File: src/rtl/sm83_bitop_wr.sv
// SM83 CB-prefix SET/RES bit-write sequencer (register or (HL) operand), M-cycle timed.
// Optional BIT test path enabled by defining SM83_BITOP_BIT_EN.
//
// state | meaning
// IDLE  | waiting for start
// EXEC  | register form (or reserved op), one M-cycle
// READ  | bus read of (HL), one M-cycle
// WRITE | bus write of modified byte, one M-cycle
module sm83_bitop_wr #(
  parameter int TCYCLES = 4
) (
  input  logic       clk,
  input  logic       reset,
  input  logic       start,
  input  logic [1:0] op,
  input  logic [2:0] bit_sel,
  input  logic       use_mem,
  input  logic [7:0] reg_in,
  input  logic [7:0] mem_rdata,
  output logic       busy,
  output logic       mem_rd,
  output logic       mem_wr,
  output logic [7:0] mem_wdata,
  output logic [7:0] result,
  output logic       reg_we,
  output logic [2:0] flags_out,
  output logic       flags_we,
  output logic       done
);

`ifdef SM83_BITOP_BIT_EN
  localparam bit BIT_EN = 1'b1;
`else
  localparam bit BIT_EN = 1'b0;
`endif

  localparam logic [2:0] TLAST = 3'(TCYCLES - 1);

  typedef enum logic [1:0] {IDLE, EXEC, READ, WRITE} state_t;

  state_t     state, state_nx;
  logic [2:0] t, t_nx;
  logic [1:0] op_q;
  logic [2:0] bit_q;
  logic [7:0] data_q;
  logic [7:0] mask, modified;
  logic       accept, last, data_ld, wr_op, bit_op;

  function automatic logic is_write(input logic [1:0] o);
    return (o == 2'b01) || (o == 2'b10);
  endfunction

  function automatic logic is_bit(input logic [1:0] o);
    return BIT_EN && (o == 2'b00);
  endfunction

  assign mask     = 8'b1 << bit_q;
  assign modified = (op_q == 2'b10) ? (data_q | mask) : (data_q & ~mask);
  assign wr_op    = is_write(op_q);
  assign bit_op   = is_bit(op_q);
  assign last     = (t == TLAST);

  // All outputs decode from state so reset clears them without a clock edge.
  always_comb begin
    state_nx  = state;
    t_nx      = t;
    data_ld   = 1'b0;
    busy      = 1'b0;
    mem_rd    = 1'b0;
    mem_wr    = 1'b0;
    mem_wdata = 8'h00;
    result    = 8'h00;
    reg_we    = 1'b0;
    flags_out = 3'b000;
    flags_we  = 1'b0;
    done      = 1'b0;
    case (state)
      EXEC: begin
        busy = 1'b1;
        if (last) begin
          done     = 1'b1;
          state_nx = IDLE;
          if (wr_op) begin
            reg_we = 1'b1;
            result = modified;
          end
          if (bit_op) begin
            flags_we  = 1'b1;
            flags_out = {~data_q[bit_q], 2'b01};
          end
        end
      end
      READ: begin
        busy   = 1'b1;
        mem_rd = 1'b1;
        if (last) begin
          if (bit_op) begin
            done      = 1'b1;
            flags_we  = 1'b1;
            flags_out = {~mem_rdata[bit_q], 2'b01};
            state_nx  = IDLE;
          end else begin
            data_ld  = 1'b1;
            state_nx = WRITE;
          end
        end
      end
      WRITE: begin
        busy      = 1'b1;
        mem_wr    = 1'b1;
        mem_wdata = modified;
        if (last) begin
          done     = 1'b1;
          state_nx = IDLE;
        end
      end
      default: ;
    endcase
    if (state != IDLE)
      t_nx = last ? 3'd0 : t + 3'd1;
    accept = start && ((state == IDLE) || done);
    // Reserved ops never touch the bus, even when use_mem is set.
    if (accept) begin
      t_nx     = 3'd0;
      state_nx = (use_mem && (is_write(op) || is_bit(op))) ? READ : EXEC;
    end
  end

  always_ff @(posedge clk or posedge reset) begin
    if (reset) begin
      state  <= IDLE;
      t      <= 3'd0;
      op_q   <= 2'b00;
      bit_q  <= 3'd0;
      data_q <= 8'h00;
    end else begin
      state <= state_nx;
      t     <= t_nx;
      if (accept) begin
        op_q   <= op;
        bit_q  <= bit_sel;
        data_q <= reg_in;
      end else if (data_ld) begin
        data_q <= mem_rdata;
      end
    end
  end

endmodule

File: config.mk
export PLATFORM = sky130hd
export DESIGN_NAME = sm83_bitop_wr
export DESIGN_NICKNAME = d
export VERILOG_FILES = /design/src/rtl/sm83_bitop_wr.sv
export SDC_FILE = /design/constraint.sdc
export NUM_CORES = 1
export LEC_CHECK = 0
export CORE_UTILIZATION = 47
export CTS_BUF_LIST = sky130_fd_sc_hd__clkbuf_2 sky130_fd_sc_hd__clkbuf_4 sky130_fd_sc_hd__clkbuf_8
export DETAILED_ROUTE_END_ITERATION = 16
export PLACE_DENSITY = 0.92
export SYNTH_ARGS = -nofsm -noshare
export SYNTH_HDL_FRONTEND = slang
export SYNTH_SLANG_ARGS = --single-unit
File: constraint.sdc
create_clock -name clk -period 3.2 [get_ports clk]
set_input_delay 0.32 -clock clk [delete_from_list [all_inputs] [get_ports clk]]
set_output_delay 0.32 -clock clk [all_outputs]
set_load 0.05 [all_outputs]
==> results <==
- The flow ran to the end, and the final reports show no timing, DRC or antenna violations.
- The clock share of power is 0.105.
- In the synthesized netlist the dominant register cell turns out to be sky130_fd_sc_hd__dfrtp_1.
- The count of unique library cells instantiated by Yosys is 32.
- The count of standard-cell rows is 17.
- The number of max-slew violations in the final report is 0.
- For this block, the initial DRC count from the detailed router was 10.
- Setup violations remaining at the end of the flow were counted as 0.
- The initial antenna violation count was 0.
- The core area is 2280 um^2.
- Yosys mapped a number of flops with a built-in enable equal to 0.
- In the routed design, unresolved DRC markers number 0.
- For this design, the sink count on the clock tree is 18.
- The share of total power dissipated in sequential elements is 0.318.
- The tool flagged a number of max-cap violations equal to 0.
- For this run, the register share of the synthesized area comes to 0.384.
- The total count of hold-check failures in the final report is 0.
- STA classifies the critical path endpoint as a primary output.
- The total overflow left after global routing is 0.
- By count the netlist is led by 22 x sky130_fd_sc_hd__nor2_1, 18 x sky130_fd_sc_hd__dfrtp_1, 16 x sky130_fd_sc_hd__mux2_2.
- The CTS tree is built.
- The number of buffers added for setup after CTS is 0.
- The ratio of routed vias to standard cells is 5.18.
- From left edge to right edge, the die measures 51.9 um.
- The detail-routed net length per standard cell is 13.2 um.
- The clock reaches the later pin of the worst-skew pair after 0.29 ns.
- The time the worst path needs with I/O delays and setup is 2.99 ns.
- The largest total area in the synthesized netlist belongs to sky130_fd_sc_hd__dfrtp_1.
- The number of global-route vias before repair is 948.
- For this design the ratio of total power to cell area is 813 nW/um^2.
- The die covers 2700 um^2.
- The share of Yosys cell area claimed by the top area cell type is 0.384.
- The cell sitting at the root of the clock tree is a sky130_fd_sc_hd__clkbuf_4.
- The share of total power dissipated in combinational logic is 0.578.
- After clock tree synthesis, the repair step resized 0 gates.
- Headroom to the max-slew limit came out at 0.547.
- Detailed routing inserted a total of 989 vias.
- Walking the worst path, the cells encountered are ha_1 -> or2b_1 -> or3_1 -> nor2_1 -> clkdlybuf4s50_1.
- The cell leakage power is 0.735 nW.
- The number of antenna-violating nets in the routed design is 0.
- The worst vdd rail ir drop is 0.533 mV.
- The switching power total is 594 uW.
- Buffers inserted during clock tree synthesis total 3.
- The first-pass GRT wire length is 4380 um.
- For this run, asynchronously set or reset flops after synthesis account for 1.00.
- The final weighted congestion in routability-driven placement is 0.858.
- The largest net degree at the start of global routing is 19.
- The maximum achievable frequency is 0.335 GHz.
- The worst hold-check path type is in -> async.
- On the worst path, the slowest cell contributes a delay of 0.82 ns.
- Dividing the final minimum period by the clock period gives 0.933.
- The synthesized netlist occupies a cell area of 1170 um^2.
- Internal power comes to 749 uW.
- From synthesis to final layout, the design area changed by 41.0%.
- The total negative slack is 0 ns.
- For this run, the detailed router's first-pass iteration total came to 4.
- The clock edge transition at the registers on the reported setup and hold paths is 0.10 ns.
- The cell count after synthesis came out at 120.
- The peak fanout along the critical path is 9.
- For the pin with the worst max-slew slack, the measured transition is 0.678 ns.
- Summed over all layers, the routed wires come to 2520 um.
- 0 antenna diodes ended up in the layout.
- In the final layout, the share of cells above drive strength 1 is 0.190.
- By startpoint and endpoint, the worst setup path is classified as reg -> out.
- The number of storage elements in the synthesis netlist is 18.
- Among all cell types in the netlist, the one instantiated most often is sky130_fd_sc_hd__nor2_1.
- The worst register-to-register path has a depth of 8.
- The maximum clock insertion buffer count is 2.
- CTS built an H-tree with a depth of 1.
- The slack of the worst reg-to-reg path is 1.18 ns.
- The post-synthesis average cell area is 9.77 um^2.
- The top-level I/O count is 50.
- Of the total power, the share spent switching nets is 0.442.
- Setup repair after global routing left no endpoint under its margin.
- The end point of the critical path is result[3].
- The cell with the largest stage delay on the worst path is sky130_fd_sc_hd__clkdlybuf4s50_1.
- Tracing the worst setup path back leads to its startpoint at t[0]$_DFFE_PP0P_.
- The power consumption is 1.34 mW.
- For this run, the post-layout net count is 191.
- The data required time at the worst endpoint is 2.88 ns.
- The source of the worst register-to-register timing path is t[0]$_DFFE_PP0P_.
- The initial core utilization is 0.515.
- In this run, post-CTS hold repair placed 0 buffers.
- The vertical die dimension is 51.9 um.
- By area the synthesized netlist is led by sky130_fd_sc_hd__dfrtp_1 38%, sky130_fd_sc_hd__mux2_2 15%, sky130_fd_sc_hd__nor2_1 7.0%.
- The endpoint identified for the worst register-to-register timing path is data_q[0]$_DFFE_PP0P_.
- Yosys printed 0 warnings.
- The HPWL after detailed placement is 2000 um.
- For the final database, setup skew stands at 0.00171 ns.
- The kind of start point of the critical path is a flop.
- The critical path data arrival time is 2.67 ns.
- In the global route stage, overall resource usage came out at 0.225.
- The count of buffers inserted at the top-level ports is 45.
-- how the worst min path moves through the flow --
stage                   startpoint              endpoint  slack [ns]  cells after the start
2_1_floorplan                reset  bit_q[0]$_DFFE_PP0P_        0.26                      1
3_3_place_gp      t[0]$_DFFE_PP0P_      t[0]$_DFFE_PP0P_        0.48                      1
3_5_place_dp   op_q[0]$_DFFE_PP0P_   op_q[0]$_DFFE_PP0P_        0.50                      1
4_1_cts                      reset      t[1]$_DFFE_PP0P_        0.44                      2
5_1_grt                      reset  bit_q[2]$_DFFE_PP0P_        0.50                      2
6_report                     reset   op_q[0]$_DFFE_PP0P_        0.42                      2
-- per-layer routing --
metal	share of wire	vias up	wire, um	GRT usage
met3	0.075	4	189	0.0351
met2	0.47	48	1180	0.370
met5	0	-	0	0
met1	0.44	455	1110	0.291
li1	-	482	-	-
met4	0.013	0	34	0.0946
-- kinds of logic after synthesis --
family,share of synthesized area
and+or+nand+nor,0.187
muxes,0.286
DFF,0.384
buffers and inverters,0.0704
AOI/OAI and AO/OA,0.0406
adders and majority gates,0.0213
other,0.00320
xor gates and xnor gates,0.00747
-- sequential cells by signal, indices dropped and copies added (netlist names) --
name,count
t,3
op_q,2
state,2
data_q,8
bit_q,3
-- power groups by stage --
stage	logic, mW	registers (mW)	clock network [mW]
after floorplan	0.636	0.376	0
after global placement	0.765	0.423	0
after detailed placement	0.778	0.433	0
after CTS	0.781	0.427	0.145
after global routing	0.841	0.447	0.154
final	0.776	0.426	0.140
-- layout by cell type, fill, tap and decap left out, types with 2 or more instances in the layout --
cell                               n
sky130_fd_sc_hd__mux2i_1           8
sky130_fd_sc_hd__dfrtp_1          18
sky130_fd_sc_hd__mux2_4            5
sky130_fd_sc_hd__clkbuf_4          3
sky130_fd_sc_hd__ha_1              2
sky130_fd_sc_hd__clkdlybuf4s50_1  45
sky130_fd_sc_hd__nor2_1           22
sky130_fd_sc_hd__inv_1             5
sky130_fd_sc_hd__nand2_1          10
sky130_fd_sc_hd__o21ai_0           2
sky130_fd_sc_hd__mux2_2           16
sky130_fd_sc_hd__nand3b_1          3
sky130_fd_sc_hd__conb_1            4
-- worst max-delay path: cells and delay by family, from the launching register on --
| kind | cells | cell delay, ns |
|---|---|---|
| simple gates | 3 | 0.96 |
| flops | 1 | 0.39 |
| fa+ha+maj | 1 | 0.20 |
| buf+inv | 1 | 0.82 |
-- area by class of cell --
type / count / area (um^2)
clock buffers: 4 / 36.3
fillers: 176 / 623
inverters: 6 / 22.5
multi-input cells: 89 / 651
flip-flops and latches: 18 / 450
well taps: 28 / 35.0
repair buffers: 46 / 458
-- stage by stage --
stage	instances	hold slack (ns)	utilization	area, um^2	worst slack [ns]
3_5_place_dp	187	0.495	0.710	1620	0.558
2_1_floorplan	123	0.259	-	1180	0.922
5_1_grt	191	0.504	0.726	1650	0.0888
4_1_cts	191	0.443	0.726	1650	0.216
6_report	191	0.418	0.726	1650	0.213
3_3_place_gp	187	0.479	0.710	1620	0.652
Note: power is estimated with default switching activity, not from simulation.
